**src/rtl/cpu_defs.sv**
```systemverilog
// rtl/cpu_defs.sv - shared writeback-source codes and hazard controller FSM encoding
package cpu_defs;

  localparam logic [3:0] WB_ALU = 4'b0001;
  localparam logic [3:0] WB_LO  = 4'b0010;
  localparam logic [3:0] WB_HI  = 4'b0100;
  localparam logic [3:0] WB_CP0 = 4'b1000;

  typedef enum logic [1:0] {
    ST_IDLE  = 2'b00,
    ST_DIV   = 2'b01,
    ST_MWAIT = 2'b10
  } state_t;

endpackage

```
**src/rtl/hazard_detect.sv**
```systemverilog
// rtl/hazard_detect.sv - combinational ID-stage hazards the forwarding network cannot cover
module hazard_detect
  import cpu_defs::*;
(
  input  logic [1:0] bj_id,
  input  logic [1:0] use_id,
  input  logic [4:0] r1_id,
  input  logic [4:0] r2_id,
  input  logic [4:0] rw_ex,
  input  logic [4:0] rw_mem,
  input  logic [3:0] reg_we_direct_ex,
  input  logic       mem_read_ex,
  input  logic       mem_read_mem,
  output logic       h_bj_ex,
  output logic       h_bj_mem,
  output logic       h_lu
);

  logic rs_ex, rt_ex, rs_mem, rt_mem;

  // $0 is never a real producer, so a zero destination never matches
  assign rs_ex  = (rw_ex != 5'd0) && (r1_id == rw_ex);
  assign rt_ex  = (rw_ex != 5'd0) && (r2_id == rw_ex);
  assign rs_mem = (rw_mem != 5'd0) && (r1_id == rw_mem);
  assign rt_mem = (rw_mem != 5'd0) && (r2_id == rw_mem);

  assign h_bj_ex  = ((bj_id[0] && rs_ex) || (bj_id[1] && rt_ex)) && (reg_we_direct_ex == WB_ALU);
  assign h_bj_mem = ((bj_id[0] && rs_mem) || (bj_id[1] && rt_mem)) && mem_read_mem;
  assign h_lu     = ((use_id[0] && rs_ex) || (use_id[1] && rt_ex)) && mem_read_ex;

endmodule

```
**src/rtl/pipe_hazard_ctrl.sv**
```systemverilog
// rtl/pipe_hazard_ctrl.sv - pipeline stall/flush scheduler with divide and SRAM-wait sequencing
module pipe_hazard_ctrl
  import cpu_defs::*;
#(
  parameter int DIV_CYCLES = 33,
  parameter int CNT_W      = 32
) (
  input  logic             clk,
  input  logic             resetn,
  input  logic [1:0]       bj_id,
  input  logic [1:0]       use_id,
  input  logic [4:0]       r1_id,
  input  logic [4:0]       r2_id,
  input  logic [4:0]       rw_ex,
  input  logic [4:0]       rw_mem,
  input  logic [3:0]       reg_we_direct_ex,
  input  logic             mem_read_ex,
  input  logic             mem_read_mem,
  input  logic             div_start_ex,
  input  logic             data_wait,
  input  logic             exc_flush,
  output logic             stall_pc,
  output logic             stall_if_id,
  output logic             stall_id_ex,
  output logic             bubble_ex,
  output logic             stall_ex_mem,
  output logic             bubble_mem,
  output logic             flush_all,
  output logic             div_busy,
  output logic [CNT_W-1:0] stall_cnt
);

  logic   h_bj_ex, h_bj_mem, h_lu, id_haz;
  state_t state, state_n, saved, saved_n, eff_state;
  logic [5:0] cnt, cnt_n;
  logic   div_act;

  hazard_detect u_hazard_detect (
    .bj_id            (bj_id),
    .use_id           (use_id),
    .r1_id            (r1_id),
    .r2_id            (r2_id),
    .rw_ex            (rw_ex),
    .rw_mem           (rw_mem),
    .reg_we_direct_ex (reg_we_direct_ex),
    .mem_read_ex      (mem_read_ex),
    .mem_read_mem     (mem_read_mem),
    .h_bj_ex          (h_bj_ex),
    .h_bj_mem         (h_bj_mem),
    .h_lu             (h_lu)
  );

  assign id_haz = h_bj_ex || h_bj_mem || h_lu;

  // MWAIT behaves as the state it interrupted once data_wait drops
  assign eff_state = (state == ST_MWAIT) ? saved : state;
  assign div_act   = (eff_state == ST_DIV) || ((eff_state == ST_IDLE) && div_start_ex);

  always_ff @(posedge clk) begin
    if (!resetn) begin
      state     <= ST_IDLE;
      saved     <= ST_IDLE;
      cnt       <= 6'd0;
      stall_cnt <= '0;
    end else begin
      state <= state_n;
      saved <= saved_n;
      cnt   <= cnt_n;
      if (stall_pc && (stall_cnt != '1))
        stall_cnt <= stall_cnt + CNT_W'(1);
    end
  end

  always_comb begin
    state_n = state;
    saved_n = saved;
    cnt_n   = cnt;
    if (exc_flush) begin
      state_n = ST_IDLE;
      saved_n = ST_IDLE;
      cnt_n   = 6'd0;
    end else if (data_wait) begin
      state_n = ST_MWAIT;
      saved_n = eff_state;
    end else begin
      case (eff_state)
        ST_DIV: begin
          // the issuing IDLE cycle already stalled once, so DIV lasts DIV_CYCLES-1
          cnt_n   = cnt - 6'd1;
          state_n = (cnt == 6'd1) ? ST_IDLE : ST_DIV;
        end
        default: begin
          if (div_start_ex) begin
            state_n = ST_DIV;
            cnt_n   = 6'(DIV_CYCLES - 1);
          end else begin
            state_n = ST_IDLE;
          end
        end
      endcase
    end
  end

  always_comb begin
    stall_pc     = 1'b0;
    stall_if_id  = 1'b0;
    stall_id_ex  = 1'b0;
    bubble_ex    = 1'b0;
    stall_ex_mem = 1'b0;
    bubble_mem   = 1'b0;
    flush_all    = 1'b0;
    div_busy     = 1'b0;
    if (!resetn || exc_flush) begin
      flush_all = 1'b1;
    end else begin
      div_busy = (eff_state == ST_DIV) || ((eff_state == ST_IDLE) && div_start_ex && !data_wait);
      if (data_wait) begin
        stall_pc     = 1'b1;
        stall_if_id  = 1'b1;
        stall_id_ex  = 1'b1;
        stall_ex_mem = 1'b1;
      end else if (div_act) begin
        stall_pc    = 1'b1;
        stall_if_id = 1'b1;
        stall_id_ex = 1'b1;
        bubble_mem  = 1'b1;
      end else if (id_haz) begin
        stall_pc    = 1'b1;
        stall_if_id = 1'b1;
        bubble_ex   = 1'b1;
      end
    end
  end

endmodule

```
**config.mk**
```make
export PLATFORM = sky130hd
export DESIGN_NAME = pipe_hazard_ctrl
export DESIGN_NICKNAME = d
export VERILOG_FILES = /design/src/rtl/cpu_defs.sv /design/src/rtl/hazard_detect.sv /design/src/rtl/pipe_hazard_ctrl.sv
export SDC_FILE = /design/constraint.sdc
export NUM_CORES = 1
export LEC_CHECK = 0
export CAP_MARGIN = 20
export CELL_PAD_IN_SITES_DETAIL_PLACEMENT = 2
export CELL_PAD_IN_SITES_GLOBAL_PLACEMENT = 2
export CORE_MARGIN = 4
export CORE_UTILIZATION = 28
export DETAILED_ROUTE_END_ITERATION = 7
export PLACE_DENSITY_LB_ADDON = 0.05
export REMOVE_ABC_BUFFERS = 1
export SYNTH_ARGS = -nofsm -noshare
export SYNTH_HDL_FRONTEND = slang
export SYNTH_SLANG_ARGS = --single-unit
```
**constraint.sdc**
```tcl
create_clock -name clk -period 6.6 [get_ports clk]
set_input_delay 0.99 -clock clk [delete_from_list [all_inputs] [get_ports clk]]
set_output_delay 0.99 -clock clk [all_outputs]
set_load 0.005 [all_outputs]
```
Yosys cells after proc, flatten, opt, wreduce, memory -nomap -nowiden
Cells that the tools add are included.
- logic and storage cells: 74
- output and inout bits: 40
- flip-flop bits (word level): 42
- input bits: 35
- reduce and logical (&&, ||, !) cells: 33
- bitwise operators: 2
- eq/ne operators: 9
- add/sub/neg operators: 2
- multiplexer cells: 23
- operators by type and width (operator ; count):
    $add 32x1->32 const B ; 1
    $ne 32x32->1 const B ; 1
    $eq 5x5->1 ; 4
    $mux 1 ; 19
    $logic_and 1x1->1 ; 16
    $mux 6 ; 2
    $reduce_bool 5->1 ; 2
    $logic_or 1x1->1 ; 8
    $eq 6x1->1 const B ; 1
    $sub 6x1->6 const B ; 1
    $eq 4x1->1 const B ; 1
    $mux 2 ; 2
    $reduce_or 3->1 ; 1
    $eq 2x1->1 const B ; 1
    $eq 2x2->1 const B ; 1
    $logic_not 1->1 ; 2
    $logic_not 2->1 ; 1
    $not 1->1 ; 2
    $reduce_and 2->1 ; 1
    $reduce_bool 2->1 ; 1
    $reduce_or 2->1 ; 1

Depth between registers and ports, before layout
Gate-level depths: netlist of the first run.
- word-level depth: 12
- gate-level depth with buffers: 10
- mapped depth without buffers: 8

Modules after synthesis
A second synthesis of the first run with hierarchy kept.
- cell total of the unflattened synthesis: 309
- area, all modules: 2650.0 um^2
- by module, submodules not included (module ; cells each ; sequential area each (um^2) ; times used ; area an instance (um^2)):
    pipe_hazard_ctrl ; 270 ; 840.8 ; 1 ; 2351.0
    hazard_detect ; 39 ; 0.0 ; 1 ; 299.0

Worst setup path before layout of the first run
OpenSTA, ideal clock, no wires.
- path kind: input -> output
- start point: input port rw_ex[1]
- end point: output port stall_pc
- buffers on the path: 2
- path slack: 3.066 ns
- arrival: 2.544 ns
- required time: 5.610 ns
- stages: 8
- cell sequence: or4_1 -> nor2_1 -> nor4_2 -> a211oi_2 -> a21o_1 -> buf_6 -> inv_1 -> buf_4
- longest elaborated chain between the ends: 11
- elaborated cells between the ends (all ways): 19
- classes of those cells: 2 x eq/ne; 4 x mux; 13 x reduce/logical
- RTL lines (element ; line ; RTL):
    from (decl) ; pipe_hazard_ctrl.sv:14 ; input logic [4:0] rw_ex,
    $eq 5x5->1, or another cell as far along ; hazard_detect.sv:22 ; assign rs_ex = (rw_ex != 5'd0) && (r1_id == rw_ex);
    $logic_and 1x1->1 (on tied branches) ; hazard_detect.sv:22, hazard_detect.sv:23 ;
    $logic_and 1x1->1 ; hazard_detect.sv:27 ; assign h_bj_ex = ((bj_id[0] && rs_ex) || (bj_id[1] && rt_ex)) && (reg_we_direct_ex == WB_ALU);
    $logic_or 1x1->1 ; hazard_detect.sv:27 ;
    $logic_and 1x1->1 ; hazard_detect.sv:27 ;
    $logic_or 1x1->1 ; pipe_hazard_ctrl.sv:53 ; assign id_haz = h_bj_ex || h_bj_mem || h_lu;
    $logic_or 1x1->1 (*) ; pipe_hazard_ctrl.sv:53 ;
    $mux 1 (*) (4 in a row) ; - ;
    to (decl) ; pipe_hazard_ctrl.sv:22 ; output logic stall_pc,
Mark *: on every way between the ends. The rest lies on a longest branch, timed or not.

Worst setup path in the final report of the first run
- start point: input port resetn
- end point: output port stall_pc
- longest elaborated chain between the ends: 3
- RTL lines (element ; line ; RTL):
    from (decl) ; pipe_hazard_ctrl.sv:9 ; input logic resetn,
    $logic_not 1->1 ; pipe_hazard_ctrl.sv:113 ; if (!resetn || exc_flush) begin
    $logic_or 1x1->1 ; pipe_hazard_ctrl.sv:113 ;
    $mux 1 ; pipe_hazard_ctrl.sv:113 ;
Every way passes these cells.

==> results.md, run 1 <==
- Status: finished, final reports clean
- Worst endpoint required time: 5.61 ns
- Initial antenna violation count: 0
- Final wirelength: 8250 um
- Post-cts gate resize count: 0
- Crit share post-route: 72.4%
- Crit end category: output pin
- Total power after layout: 0.559 mW
- Largest cells by area after synthesis: dfxtp_1 34%, xnor2_1 8.1%, nand3_1 5.3%, a21oi_1 5.1%, or3_1 4.8%
- Area of the mapped netlist: 2470 um2
- Vias: 2,557
- DP Worst Slack: 1.75 ns
- Hold slack: 0.494 ns
- Worst-path clk slew: 0.10 ns
- Max Cap Viol: 0
- Vias in the first global route: 2,737
- Pwr dens: 165 nW/um2
- RePlAce Congestion: 0.770
- Fmax: 209 MHz
- Post-DP HPWL: 6310 um
- Hold depth: 2
- Commonest cells post-synth: 42 x dfxtp_1, 27 x nand2_1, 26 x nand3_1, 25 x a21oi_1, 23 x xnor2_1
- Final ANT Viol Nets: 0
- Width of the die: 102 um
- IO Count: 75
- Synth warn: 0
- Number of synthesized flops with an enable pin: 0
- Total Routing Usage GR: 16.6%
- Initial Util: 28.5%
- Placement Cell Area: 3260 um2
- Count of non-filler cells in the finished layout: 485
- Die Y: 102 um
- # nets final: 414
- TritonCTS clock tree: yes
- Worst Hold Class: register to register
- CORE AREA: 8680 um2
- RSZ-0062 raised after global routing: no
- Root Buffer: clkbuf_8
- Reg2reg path depth: 7
- Top-count cell post-synth: dfxtp_1
- Crit path DAT: 3.79 ns
- Peak supply drop: 0.0000622 V
- Postcts setup bufs: 0
- Asr flop ratio synth: 0%
- Hold buffer count at cts: 0
- Gr ovfl total: 0
- Post-Syn Instances: 309
- First-pass GRT wire length: 13,900 um
- Main synth FF type: dfxtp_1
- I/O Buffers: 74
- Setup-failing EPs final: 0
- DRC viols: 0
- Floorplan row count: 34
- H-tree depth: 2
- Vias per cell: 5.27
- Max-slew violation count: 0
- Drt wl/cell: 17.0 um
- Fin util: 38.9%
- Cell accounting for the most synthesized area: dfxtp_1
- Post-synth top area share: 34.0%
- Max Buffers Root-to-Sink: 2
- Die area: 10,400 um2
- Netlist cell types: 45
- Skew-Pair Late Insertion Delay: 0.30 ns
- Slew Limit Headroom: 45.7%
- Final hold viol count: 0
- DR pass1 iterations: 4
- Sequential-to-total area share from yosys stat: 34.0%
- Critical Path Start Type: input pin
- Fin Clk Skew: 0.0112 ns
- Pin count of the biggest net entering global routing: 42
- Antenna cells: 0
- Design Area, Final: 3380 um2
- Final WS setup: 1.82 ns
- Period minus WS final: 4.78 ns
- Post-synthesis area per instance: 8.01 um2
- TritonCTS Buffers: 5
- Initial drt markers: 54
- Setup TNS Final: 0 ns
- Slew @ Worst Pin: 0.811 ns
- Area Overhead vs Synth: 36.6%
- Placed cells: 477
- Register bit total from synthesis: 42
- Num Clock Sinks: 42
- CP max FO: 24
- Layout cell share with drive strength beyond 1: 4.24%
- P_leak: 1.10 nW
- Crit path kind: input pin to output pin
[worst max-delay path, stage by stage]
cell             delay [ns]
clkdlybuf4s50_1        0.81
inv_2                  0.35
nor2_1                 0.38
inv_1                  0.29
a21o_1                 0.33
inv_1                  0.11
clkdlybuf4s50_1        0.51
[worst paths after layout]
check | from | endpoint | slack [ns]
setup / recovery | resetn | stall_pc | 1.82
hold / removal | stall_cnt[15] | stall_cnt[15] | 0.49
setup reg to reg | stall_cnt[3] | stall_cnt[29] | 4.15
hold reg to reg | stall_cnt[15] | stall_cnt[15] | 0.49
[registers in the layout (all words and copies together) (netlist names)]
| signal | flops |
|---|---|
| stall_cnt | 32 |
| cnt | 6 |
| saved | 2 |
| state | 2 |
[layout make-up]
cell class	count	area (um2)
Multi-Input combinational cell	247	1520
Tap cell	108	135
Inverter	6	22.5
Fill cell	1039	5300
Timing Repair Buffer	74	741
Sequential cell	42	841
Clock buffer	5	68.8
Clock inverter	3	48.8
[power by group]
| group | leakage (nW) | switching, mW | internal [mW] |
|---|---|---|---|
| Combinational | 0.703 | 0.0371 | 0.0409 |
| Clock | 0.0563 | 0.106 | 0.115 |
| Sequential | 0.339 | 0.00356 | 0.256 |
| Total | 1.10 | 0.147 | 0.413 |
[cells in the final DEF, fill, tap and decap left out, drive strengths merged, types with 8 or more instances in the layout]
master,synthesis,final
a21oi,25,25
nand2,27,27
clkdlybuf4s50,0,74
nand3,26,26
dfxtp,42,42
o21ai,23,23
nor2,21,21
nand4,10,10
and3,8,8
or3,19,19
xnor2,23,23
[per-layer routing]
metal | GRT usage [%] | part of all wire [%]
met1 | 21.1 | 45
met2 | 29.4 | 51
met3 | 3.00 | 3.5
met4 | 3.63 | 0.65
met5 | 0 | 0
[cell families after synthesis]
kind of cell,Yosys count,share of synthesized area (%)
flip-flops,42,34.0
buffers and inverters,20,4.50
AO/OA/AOI/OAI,68,17.0
XOR/XNOR,24,8.49
multiplexers,5,2.02
adder cells (fa/ha/maj),3,1.52
AND/OR/NAND/NOR,147,32.5
Power figures use the tool's default switching activity.
==> run 2: changes to the inputs <==
--- a/config.mk
+++ b/config.mk
@@ -9,7 +9,7 @@
 export CELL_PAD_IN_SITES_DETAIL_PLACEMENT = 2
 export CELL_PAD_IN_SITES_GLOBAL_PLACEMENT = 2
 export CORE_MARGIN = 4
-export CORE_UTILIZATION = 28
+export CORE_UTILIZATION = 26
 export DETAILED_ROUTE_END_ITERATION = 7
 export PLACE_DENSITY_LB_ADDON = 0.05
 export REMOVE_ABC_BUFFERS = 1
==> constraint.sdc (replaced) <==
create_clock -name clk -period 4.63 [get_ports clk]
set_input_delay 0.6945 -clock clk [delete_from_list [all_inputs] [get_ports clk]]
set_output_delay 0.6945 -clock clk [all_outputs]
set_load 0.005 [all_outputs]
==> run 2 against run 1 <==
Die area rose by 7.1%. Clock power grew 43%. Largest power group unchanged. Core utilization fell by 1.9 points. Critical path type unchanged. Highest routed layer unchanged. Via count increased by 2.5%. Flip-flop and latch count stayed put. Non-clock buffer count is 2 higher. Cell count up 4.7%. Routed wire length rose by 3.0%. Critical endpoint unchanged.
==> results.md, run 2 (same netlist as run 1, synthesis figures left out) <==
- Status: finished, final reports clean
- Gr ovfl total: 0 (unchanged)
- Max Buffers Root-to-Sink: 2 (unchanged)
- IO Count: 75 (unchanged)
- Slowest stage cell, crit path: or4_1
- Setup-failing EPs final: 0 (unchanged)
- Layout cell share with drive strength beyond 1: 4.75% (+0.51 points)
- Slowest Stage Delay on Critical Path: 0.54 ns (-0.27 ns)
- DR pass1 iterations: 3 (-1)
- Top delay family on crit path: buffers and inverters
- RePlAce Congestion: 0.746 (-3.1%)
- Final ANT Viol Nets: 0 (unchanged)
- Crit path kind: input pin to output pin
- Area occupied by multi-input gates: 1520 um2 (unchanged)
- Post-DP HPWL: 6490 um (+2.9%)
- Max Cap Viol: 0 (unchanged)
- Worst Hold Class: register to register
- Final wirelength: 8490 um (+3.0%)
- Commonest non-fill, non-tap cell in the layout: clkdlybuf4s50_1
- RSZ-0062 raised after global routing: no
- Vias: 2,620 (+2.5%)
- Postcts setup bufs: 0 (unchanged)
- H-tree depth: 2 (unchanged)
- First-pass GRT wire length: 14,300 um (+2.4%)
- Drt wl/cell: 16.7 um (-1.7%)
- Peak supply drop: 0.000119 V (+91%)
- Die Y: 106 um (+3.5%)
- TritonCTS Buffers: 5 (unchanged)
- Initial antenna violation count: 0 (unchanged)
- Antenna cells: 0 (unchanged)
- I/O Buffers: 74 (unchanged)
- Biggest regs: stall_cnt x32, cnt x6
- Total Routing Usage GR: 15.5% (-1.1 points)
- Die area: 11,100 um2 (+7.1%)
- Crit path DAT: 3.31 ns (-0.48 ns)
- Register area: 841 um2 (unchanged)
- Num Clock Sinks: 42 (unchanged)
- Vias in the first global route: 2,796 (+2.2%)
- Hold buffer count at cts: 0 (unchanged)
- Pin count of the biggest net entering global routing: 42 (unchanged)
- Max-slew violation count: 0 (unchanged)
- Fin Clk Skew: 0.0120 ns (+0.000847 ns)
- CORE AREA: 9240 um2 (+6.5%)
- Pwr dens: 234 nW/um2 (+41%)
- Crit end category: output pin
- Slew @ Worst Pin: 0.912 ns (+0.101 ns)
- Vias per cell: 5.16 (-2.2%)
- Root Buffer: clkbuf_8
- TritonCTS clock tree: yes
- CP max FO: 11 (-54%)
- Final hold viol count: 0 (unchanged)
- DRC viols: 0 (unchanged)
- Setup TNS Final: 0 ns (unchanged)
- Skew-Pair Late Insertion Delay: 0.30 ns (about the same)
- Commonest cells after routing, fill and taps aside: 74 x clkdlybuf4s50_1, 42 x dfxtp_1, 27 x nand2_1
- Width of the die: 106 um (+3.5%)
- Area Overhead vs Synth: 38.2%
- Period minus WS final: 4.01 ns
- Max reg flops: 32 (unchanged)
- Worst-path clk slew: 0.10 ns (about the same)
- Critical Path Start Type: input pin
- Top reg by flops: stall_cnt
- Post-cts gate resize count: 0 (unchanged)
- Total power after layout: 0.800 mW (+43%)
- Worst path bufs/invs: 3 (-2)
- CP cell instances: clkdlybuf4s50_1 > or4_1 > nor2_1 > nor4_2 > a211oi_2 > a21o_1 > inv_1 > clkdlybuf4s50_1
- Crit share post-route: 86.5%
- Slew Limit Headroom: 39.0% (-6.7 points)
- P_leak: 1.11 nW (+0.87%)
- Worst endpoint required time: 3.94 ns (-1.67 ns)
- Filler cells: 1,082 (+4.1%)
- CP dominant cell by count: clkdlybuf4s50_1
- Initial drt markers: 52 (-3.7%)
- Floorplan row count: 35 (+2.9%)
- # nets final: 416 (+0.48%)
- Fmax: 250 MHz
- Initial Util: 26.8% (-1.7 points)
## run 2: cell types whose count changed in the layout (fill, tap and decap cells not counted), sizes merged
| cell | previous run | this run |
|---|---|---|
| buf | 0 | 2 |
## run 2: metrics by stage
step                setup WS (ns)  cells  cell area (um2)  hold WS (ns)  util (%)
floorplan                    1.78    295             2390         0.461         -
global placement            0.632    500             3300         0.471      35.7
detailed placement          0.592    500             3300         0.483      35.7
CTS                         0.567    508             3420         0.497      37.0
global route                0.426    508             3420         0.523      37.0
finish                      0.624    508             3420         0.492      37.0
## run 2: layout make-up
type / instances / share of cell area [%]
well taps: 129 / 4.72
clock inverters: 3 / 1.43
clock buffers: 5 / 2.01
multi-input cells: 247 / 44.5
repair buffers: 76 / 22.1
flip-flops and latches: 42 / 24.6
inverters: 6 / 0.658
## run 2: power by group
part / internal (mW) / leakage, nW / total (mW) / switching (mW)
Combinational: 0.0595 / 0.713 / 0.113 / 0.0537
Clock: 0.165 / 0.0563 / 0.316 / 0.152
Sequential: 0.365 / 0.339 / 0.370 / 0.00484
Total: 0.590 / 1.11 / 0.800 / 0.210
## run 2: worst paths after layout
kind	from	end	slack (ns)	cells after the start
setup reg to reg	stall_cnt[3]	stall_cnt[29]	2.17	7
hold reg to reg	stall_cnt[15]	stall_cnt[15]	0.49	2
hold / removal	stall_cnt[15]	stall_cnt[15]	0.49	2
setup / recovery	rw_ex[1]	stall_pc	0.62	8
## run 2: routing by layer
layer | up-vias | track usage (%) | wire (um)
met5 | - | 0 | 0
met4 | 0 | 3.05 | 72
met3 | 5 | 3.06 | 236
met2 | 46 | 27.1 | 4180
met1 | 1298 | 19.9 | 4000
li1 | 1271 | - | -
## run 2: worst register-to-register path, delay by kind of cell, from the launching register on
kind | cells | cell delay [ns]
flip-flops | 1 | 0.44
AO/OA/AOI/OAI | 1 | 0.15
AND/OR/NAND/NOR | 6 | 1.83
